**config.mk**
```make
export PLATFORM = sky130hd
export DESIGN_NAME = stopwatch_7seg
export DESIGN_NICKNAME = d
export VERILOG_FILES = /design/src/rtl/stopwatch_pkg.sv /design/src/rtl/stopwatch_7seg_seg7_decode.sv /design/src/rtl/stopwatch_7seg.sv
export SDC_FILE = /design/constraint.sdc
export NUM_CORES = 1
export LEC_CHECK = 0
export BUFFER_PORTS_ARGS = -buffer_cell sky130_fd_sc_hd__buf_2
export CAP_MARGIN = 10
export CORE_ASPECT_RATIO = 1.75
export CORE_UTILIZATION = 59
export CTS_BUF_LIST = sky130_fd_sc_hd__clkbuf_8
export CTS_CLUSTER_SIZE = 40
export DETAILED_ROUTE_END_ITERATION = 12
export PLACE_DENSITY = 0.83
export SLEW_MARGIN = 20
export SYNTH_ARGS = -nofsm -noshare
export SYNTH_HDL_FRONTEND = slang
export SYNTH_SLANG_ARGS = --single-unit
export TNS_END_PERCENT = 20
```
**constraint.sdc**
```tcl
create_clock -name clk -period 2.94 [get_ports clk]
set_input_delay 0 -clock clk [delete_from_list [all_inputs] [get_ports clk]]
set_output_delay 0 -clock clk [all_outputs]
set_load 0.05 [all_outputs]
```
**src/rtl/stopwatch_pkg.sv**
```systemverilog
`default_nettype none
// ============================================================================
// Module      : stopwatch_pkg
// Description : Shared types, segment patterns and BCD helpers for the
//               mm:ss stopwatch / countdown timer.
// Revision    : 1.0 - initial release
// ============================================================================
package stopwatch_pkg;

  typedef enum logic [1:0] {
    IDLE  = 2'd0,
    RUN   = 2'd1,
    PAUSE = 2'd2,
    DONE  = 2'd3
  } state_t;

  // Active-high segment patterns, bit order {a,b,c,d,e,f,g}
  localparam logic [6:0] SEG_0 = 7'h7E;
  localparam logic [6:0] SEG_1 = 7'h30;
  localparam logic [6:0] SEG_2 = 7'h6D;
  localparam logic [6:0] SEG_3 = 7'h79;
  localparam logic [6:0] SEG_4 = 7'h33;
  localparam logic [6:0] SEG_5 = 7'h5B;
  localparam logic [6:0] SEG_6 = 7'h5F;
  localparam logic [6:0] SEG_7 = 7'h70;
  localparam logic [6:0] SEG_8 = 7'h7F;
  localparam logic [6:0] SEG_9 = 7'h7B;
  // Shown for any digit outside 0-9: middle bar only
  localparam logic [6:0] SEG_G = 7'h01;

  localparam logic [3:0] BCD_MAX_ONES = 4'd9;
  localparam logic [3:0] BCD_MAX_TENS = 4'd5;

  // True when every nibble of {min2,min1,sec2,sec1} is within its mm:ss range
  function automatic logic bcd_valid(input logic [15:0] v);
    return (v[3:0]   <= BCD_MAX_ONES) && (v[7:4]   <= BCD_MAX_TENS) &&
           (v[11:8]  <= BCD_MAX_ONES) && (v[15:12] <= BCD_MAX_TENS);
  endfunction

  // One-second step of the mm:ss value; carry (up) or borrow (down) ripples
  // from sec1 towards min2, wrapping 59:59 <-> 00:00 at the ends.
  function automatic logic [15:0] bcd_step(input logic [15:0] v, input logic down);
    logic [15:0] r;
    logic        carry;
    logic [3:0]  d;
    logic [3:0]  mx;
    r     = v;
    carry = 1'b1;
    for (int i = 0; i < 4; i++) begin
      d  = v[i*4 +: 4];
      mx = ((i % 2) == 0) ? BCD_MAX_ONES : BCD_MAX_TENS;
      if (carry) begin
        if (down) begin
          if (d == 4'd0) begin
            d = mx;
          end else begin
            d     = d - 4'd1;
            carry = 1'b0;
          end
        end else begin
          if (d == mx) begin
            d = 4'd0;
          end else begin
            d     = d + 4'd1;
            carry = 1'b0;
          end
        end
      end
      r[i*4 +: 4] = d;
    end
    return r;
  endfunction

endpackage
`default_nettype wire

```
**src/rtl/stopwatch_7seg_seg7_decode.sv**
```systemverilog
`default_nettype none
// ============================================================================
// Module      : seg7_decode
// Description : BCD digit to seven-segment pattern with selectable polarity.
// Revision    : 1.0 - initial release
// ============================================================================
module seg7_decode
  import stopwatch_pkg::*;
#(
  parameter int SEG_ACTIVE_LOW = 1
) (
  input  logic [3:0] digit_i,
  output logic [6:0] seg_o
);

  logic [6:0] seg_hi_w;

  // Active-high lookup, then polarity fix-up for the board pins
  always_comb begin
    seg_hi_w = SEG_G;
    case (digit_i)
      4'd0:    seg_hi_w = SEG_0;
      4'd1:    seg_hi_w = SEG_1;
      4'd2:    seg_hi_w = SEG_2;
      4'd3:    seg_hi_w = SEG_3;
      4'd4:    seg_hi_w = SEG_4;
      4'd5:    seg_hi_w = SEG_5;
      4'd6:    seg_hi_w = SEG_6;
      4'd7:    seg_hi_w = SEG_7;
      4'd8:    seg_hi_w = SEG_8;
      4'd9:    seg_hi_w = SEG_9;
      default: seg_hi_w = SEG_G;
    endcase
  end

  assign seg_o = (SEG_ACTIVE_LOW != 0) ? ~seg_hi_w : seg_hi_w;

endmodule
`default_nettype wire

```
**src/rtl/stopwatch_7seg.sv**
```systemverilog
`default_nettype none
// ============================================================================
// Module      : stopwatch_7seg
// Description : mm:ss stopwatch / countdown timer with four seven-segment
//               digit outputs, start/pause/clear/load commands and done flag.
// Revision    : 1.0 - initial release
// ============================================================================
module stopwatch_7seg
  import stopwatch_pkg::*;
#(
  parameter int CYCLES_PER_SEC = 50_000_000,
  parameter int SEG_ACTIVE_LOW = 1
) (
  input  logic        clk,
  input  logic        rst,
  input  logic        start,
  input  logic        pause,
  input  logic        clear,
  input  logic        load,
  input  logic [15:0] load_val,
  input  logic        count_down,
  output logic        tick,
  output logic        running,
  output logic        done,
  output logic        load_err,
  output logic [15:0] bcd,
  output logic [6:0]  sec1,
  output logic [6:0]  sec2,
  output logic [6:0]  min1,
  output logic [6:0]  min2
);

  localparam int             PW        = $clog2(CYCLES_PER_SEC);
  localparam logic [PW-1:0]  PRESC_MAX = PW'(CYCLES_PER_SEC - 1);

  state_t        state_q,    state_d;
  logic [PW-1:0] presc_q,    presc_d;
  logic [15:0]   digits_q,   digits_d;
  logic          tick_q,     tick_d;
  logic          load_err_q, load_err_d;

  logic          start_cmd_w;
  logic          pause_cmd_w;
  logic [15:0]   step_w;

  // start and pause together cancel each other
  assign start_cmd_w = start & ~pause;
  assign pause_cmd_w = pause & ~start;
  assign step_w      = bcd_step(digits_q, count_down);

  // State, prescaler and digit registers
  always_ff @(posedge clk or posedge rst) begin
    if (rst) begin
      state_q    <= IDLE;
      presc_q    <= '0;
      digits_q   <= 16'h0000;
      tick_q     <= 1'b0;
      load_err_q <= 1'b0;
    end else begin
      state_q    <= state_d;
      presc_q    <= presc_d;
      digits_q   <= digits_d;
      tick_q     <= tick_d;
      load_err_q <= load_err_d;
    end
  end

  // Command decode (clear > load > start/pause), prescaler and BCD update
  always_comb begin
    state_d    = state_q;
    presc_d    = presc_q;
    digits_d   = digits_q;
    tick_d     = 1'b0;
    load_err_d = 1'b0;
    if (clear) begin
      state_d  = IDLE;
      presc_d  = '0;
      digits_d = 16'h0000;
    end else if (load) begin
      if (bcd_valid(load_val)) begin
        state_d  = IDLE;
        presc_d  = '0;
        digits_d = load_val;
      end else begin
        load_err_d = 1'b1;
      end
    end else begin
      case (state_q)
        IDLE, PAUSE: begin
          if (start_cmd_w) begin
            // A countdown from 00:00 has nothing to count
            state_d = (count_down && (digits_q == 16'h0000)) ? DONE : RUN;
          end
        end
        RUN: begin
          if (pause_cmd_w) begin
            state_d = PAUSE;
          end else if (presc_q == PRESC_MAX) begin
            presc_d  = '0;
            digits_d = step_w;
            tick_d   = 1'b1;
            if (count_down && (step_w == 16'h0000)) begin
              state_d = DONE;
            end
          end else begin
            presc_d = presc_q + 1'b1;
          end
        end
        DONE: begin
          state_d = DONE;
        end
        default: begin
          state_d = IDLE;
        end
      endcase
    end
  end

  assign tick     = tick_q;
  assign running  = (state_q == RUN);
  assign done     = (state_q == DONE);
  assign load_err = load_err_q;
  assign bcd      = digits_q;

  logic [6:0] seg_w [4];

  generate
    for (genvar g = 0; g < 4; g++) begin : g_seg
      seg7_decode #(
        .SEG_ACTIVE_LOW(SEG_ACTIVE_LOW)
      ) u_dec (
        .digit_i(digits_q[g*4 +: 4]),
        .seg_o  (seg_w[g])
      );
    end
  endgenerate

  assign sec1 = seg_w[0];
  assign sec2 = seg_w[1];
  assign min1 = seg_w[2];
  assign min2 = seg_w[3];

endmodule
`default_nettype wire

```
==> key figures <==
Yosys
  • Predominant post-synthesis flop cell: dfrtp_1
  • EDFF count, synth: 0
  • Seq cells post-synth: 46
  • Post-synth ARST share: 100%
  • Seq/Total Area, Yosys: ~28%
  • Syn Area/Cell: 7.91 um2
  • Syn nets: 570
  • Synthesized area: 4100 um2
  • Syn Inst Count: 518
  • Yosys warns: 0
  • Distinct cells, synth: 63

Setup path
  • CP arrival: 3070 ps
  • Crit path kind: register to register
  • Reg2reg setup slack: 110 ps
  • Cells along the critical path: inv_1, ha_1, nor4bb_2, o22ai_1, buf_4, o31ai_1, o41ai_1, a2111oi_1, a41o_1
  • Worst path slowest cell: dfrtp_1
  • Levels on crit path: 9
  • Origin of the critical flop-to-flop path: bcd[4]$_DFFE_PP0P_
  • Worst Reg2Reg Path Length in Cells: 9
  • Crit. End Element: register
  • Crit path buf inv count: 2
  • CP startpoint kind: register
  • Critical path peak fanout: 12
  • Slowest stage delay, CP: 490 ps
  • Crit path max-delay family: compound AO/OA/AOI/OAI gates
  • Critical path capture point: state_q[1]$_DFFE_PP0P_
  • Required time of the critical path: 3180 ps
  • Worst Setup SP: bcd[4]$_DFFE_PP0P_
  • End of the worst register-to-register path: state_q[1]$_DFFE_PP0P_

Cells and area
  • Antenna Diode Count: 0
  • Post-layout util: 71.1%
  • Area growth syn-to-layout: 15.2%
  • Fin nets: 641
  • Multi-input gate area in the final layout: 2730 um2
  • Register area: 1150 um2
  • Final Cell Area: between 4000 and 5000 um2
  • # fillers: 566
  • Final Non-Filler Cells: approximately 670
  • Ratio of cells with drive above 1 in the final layout: 19.0%

Clock tree
  • Clk buf depth: 2
  • CTS tree: done
  • CTS Sinks: 46
  • CTS root buf: clkbuf_8
  • Clock-pin slew on the worst setup and hold paths: roughly 100 ps
  • Cts bufs inserted: 5
  • Worst-Skew Late Latency: 300 ps
  • H-tree levels: 2

Power and ir drop
  • Int Pwr: 1.23 mW
  • Clock power frac: 15.9%
  • Switching share of total power: 51.1%
  • P per Cell Area: 531 nW/um2
  • Flop pwr share: 29.8%
  • Pwr Total: 2.51 mW
  • Psw: 1.28 mW
  • Gate power share: 54.2%
  • Leakage power: 2.15 nW
  • Peak VDD IR: 399 uV

Floorplanning
  • Die width: between 60 and 70 um
  • Row count: 39
  • Starting density of the core: 61.7%
  • Core Area: 6640 um2
  • I/O pin count: 71
  • Die Ht: roughly 110 um
  • Full die area: 7290 um2

Timing
  • Hold violation count in the final report: 0
  • Fin crit share: 96.3%
  • Worst slew pin tran: between 800 and 900 ps
  • Clock period minus worst slack: 2830 ps
  • Fmax achieved: 0.353 GHz
  • Endpoints failing setup: 0
  • Total negative setup slack: 0 ps
  • Max-slew headroom: 40.2%
  • Final Max Slew Viols: 0
  • Clock skew: 8.80 ps

Placed design
  • Placed insts: 659
  • IO Port Bufs: 70
  • Dpl hpwl: ~8.5 mm
  • Gpl congestion: 0.912
  • DP Area: between 4000 and 5000 um2

GRT
  • Initial antenna violation count: 0
  • Global-route wire length before repair: roughly 19 mm
  • Largest net degree at the start of global routing: 47
  • Remaining Overflow, GRT: 0
  • Total Routing Usage GR: 32.6%
  • Vias in the first global route: 4163

Route
  • Via count: 4306
  • Pre-antenna DRT Iters: 6
  • Vias per cell: 6.41
  • Iteration-0 DRC count of the detailed router: approximately 380
  • # DRC: 0
  • WL/cell: 17.1 um
  • Routed wire length: 11.5 mm
  • ANT nets after route: 0

Worst hold path
  • Hold WC Path Type: input pin to register
  • WHS Path Cells: 3
  • HP Start: load_val[6]

Outcome
  • Status: completed

Job
  • MaxCap Viol Count: 0
-- synthesized netlist by cell type, types with 8 or more instances --
cell type   n  area, um2
nand3_1    14       70.1
xnor2_1    10       87.6
o21ai_0    41        205
dfrtp_1    46       1150
inv_1      26       97.6
mux2i_1    10        100
nand2_1    38        143
clkbuf_1   23       86.3
nor3_1     12       60.1
o22ai_1    10       62.6
o31ai_1    10       75.1
ha_1       29        363
nand2b_1   11       68.8
and3_1      9       56.3
nor2_1     55        206
a31oi_1    13       81.3
nor3b_1     9       67.6
nor2b_1     8       50.1
nand4_1     9       56.3
xor2_1     10       87.6
a21oi_1    31        155
-- placed cells by master, fill, tap and decap left out, types with 5 or more instances in the layout --
master and count:
or2_2 6, buf_4 19, o21ai_0 41, o31ai_1 10, a211oi_1 6, nand4_1 9, inv_1 25, a22oi_1 5
nor3b_1 9, or3_1 5, mux2i_1 10, nand3_1 14, xor2_1 10, nor4_1 5, nor2b_1 8, xnor2_1 10
and3_1 9, nor2_1 54, nor3_1 12, buf_2 70, ha_1 29, dlygate4sd3_1 5, a21oi_1 31, nand2_1 38
nand2b_1 11, o22ai_1 10, a31oi_1 13, dfrtp_1 46, clkbuf_8 5
-- metrics by stage --
stage	worst slack (ps)	hold slack, ps
3_3_place_gp	306	231
4_1_cts	198	14.5
3_5_place_dp	234	234
2_1_floorplan	26.8	102
6_report	110	5.02
5_1_grt	-89.4	10.9
-- routing by layer --
metal / track usage [%] / part of all wire (%) / up-vias / wire length, um
li1: - / - / 2031 / -
met1: 36.4 / 38 / 2033 / 4400
met2: 59.2 / 52 / 196 / 5990
met3: 2.85 / 4.5 / 46 / 512
met4: 17.0 / 5.1 / 0 / 581
met5: 0 / 0 / - / 0
-- flip-flops by register name, summed over array words and instances (netlist names) --
register  count
load_err      1
state_q       2
bcd          16
presc_q      26
tick          1
-- worst min-delay path by stage --
stage                                         to  slack [ps]
after floorplan           state_q[0]$_DFFE_PP0P_         100
after global placement    state_q[0]$_DFFE_PP0P_         230
after detailed placement  state_q[0]$_DFFE_PP0P_         230
after CTS                    bcd[12]$_DFFE_PP0P_          10
after global routing         bcd[12]$_DFFE_PP0P_          10
final                         bcd[6]$_DFFE_PP0P_           5
-- what timing repair did --
action | in CTS | in global routing
hold buffers | 5 | 0
setup endpoints to repair | 0 | 2
resized for setup | 0 | 3
buffers inserted | 0 | 0
hold endpoints to repair | 50 | 0
-- kinds of logic after synthesis --
kind of cell | after synthesis | synth area share [%]
mux | 11 | 2.72
flops | 46 | 28.1
xor+xnor | 20 | 4.28
buf+inv | 57 | 5.53
simple gates | 202 | 26.0
compound gates | 153 | 24.6
fa+ha+maj | 29 | 8.86
-- worst min-delay path: cells and delay by family --
kind,cells,cell delay [ps]
AOI/OAI and AO/OA,1,120
muxes,1,50
buffers and inverters,1,90
-- power groups by stage --
stage	Combinational [mW]	Sequential, mW	Clock (mW)
2_1_floorplan	0.938	0.828	0
3_3_place_gp	1.31	0.753	0
3_5_place_dp	1.33	0.756	0
4_1_cts	1.34	0.743	0.401
5_1_grt	1.45	0.756	0.425
6_report	1.36	0.747	0.400
-- area by class of cell --
type | count | share of cell area (%)
Inverter | 27 | 2.17
Clock inverter | 3 | 0.451
Clock buffer | 5 | 1.46
Tap cell | 82 | 2.17
Sequential cell | 46 | 24.4
Timing Repair Buffer | 94 | 11.5
Multi-Input combinational cell | 415 | 57.8
(Power assumes the default switching activity.)
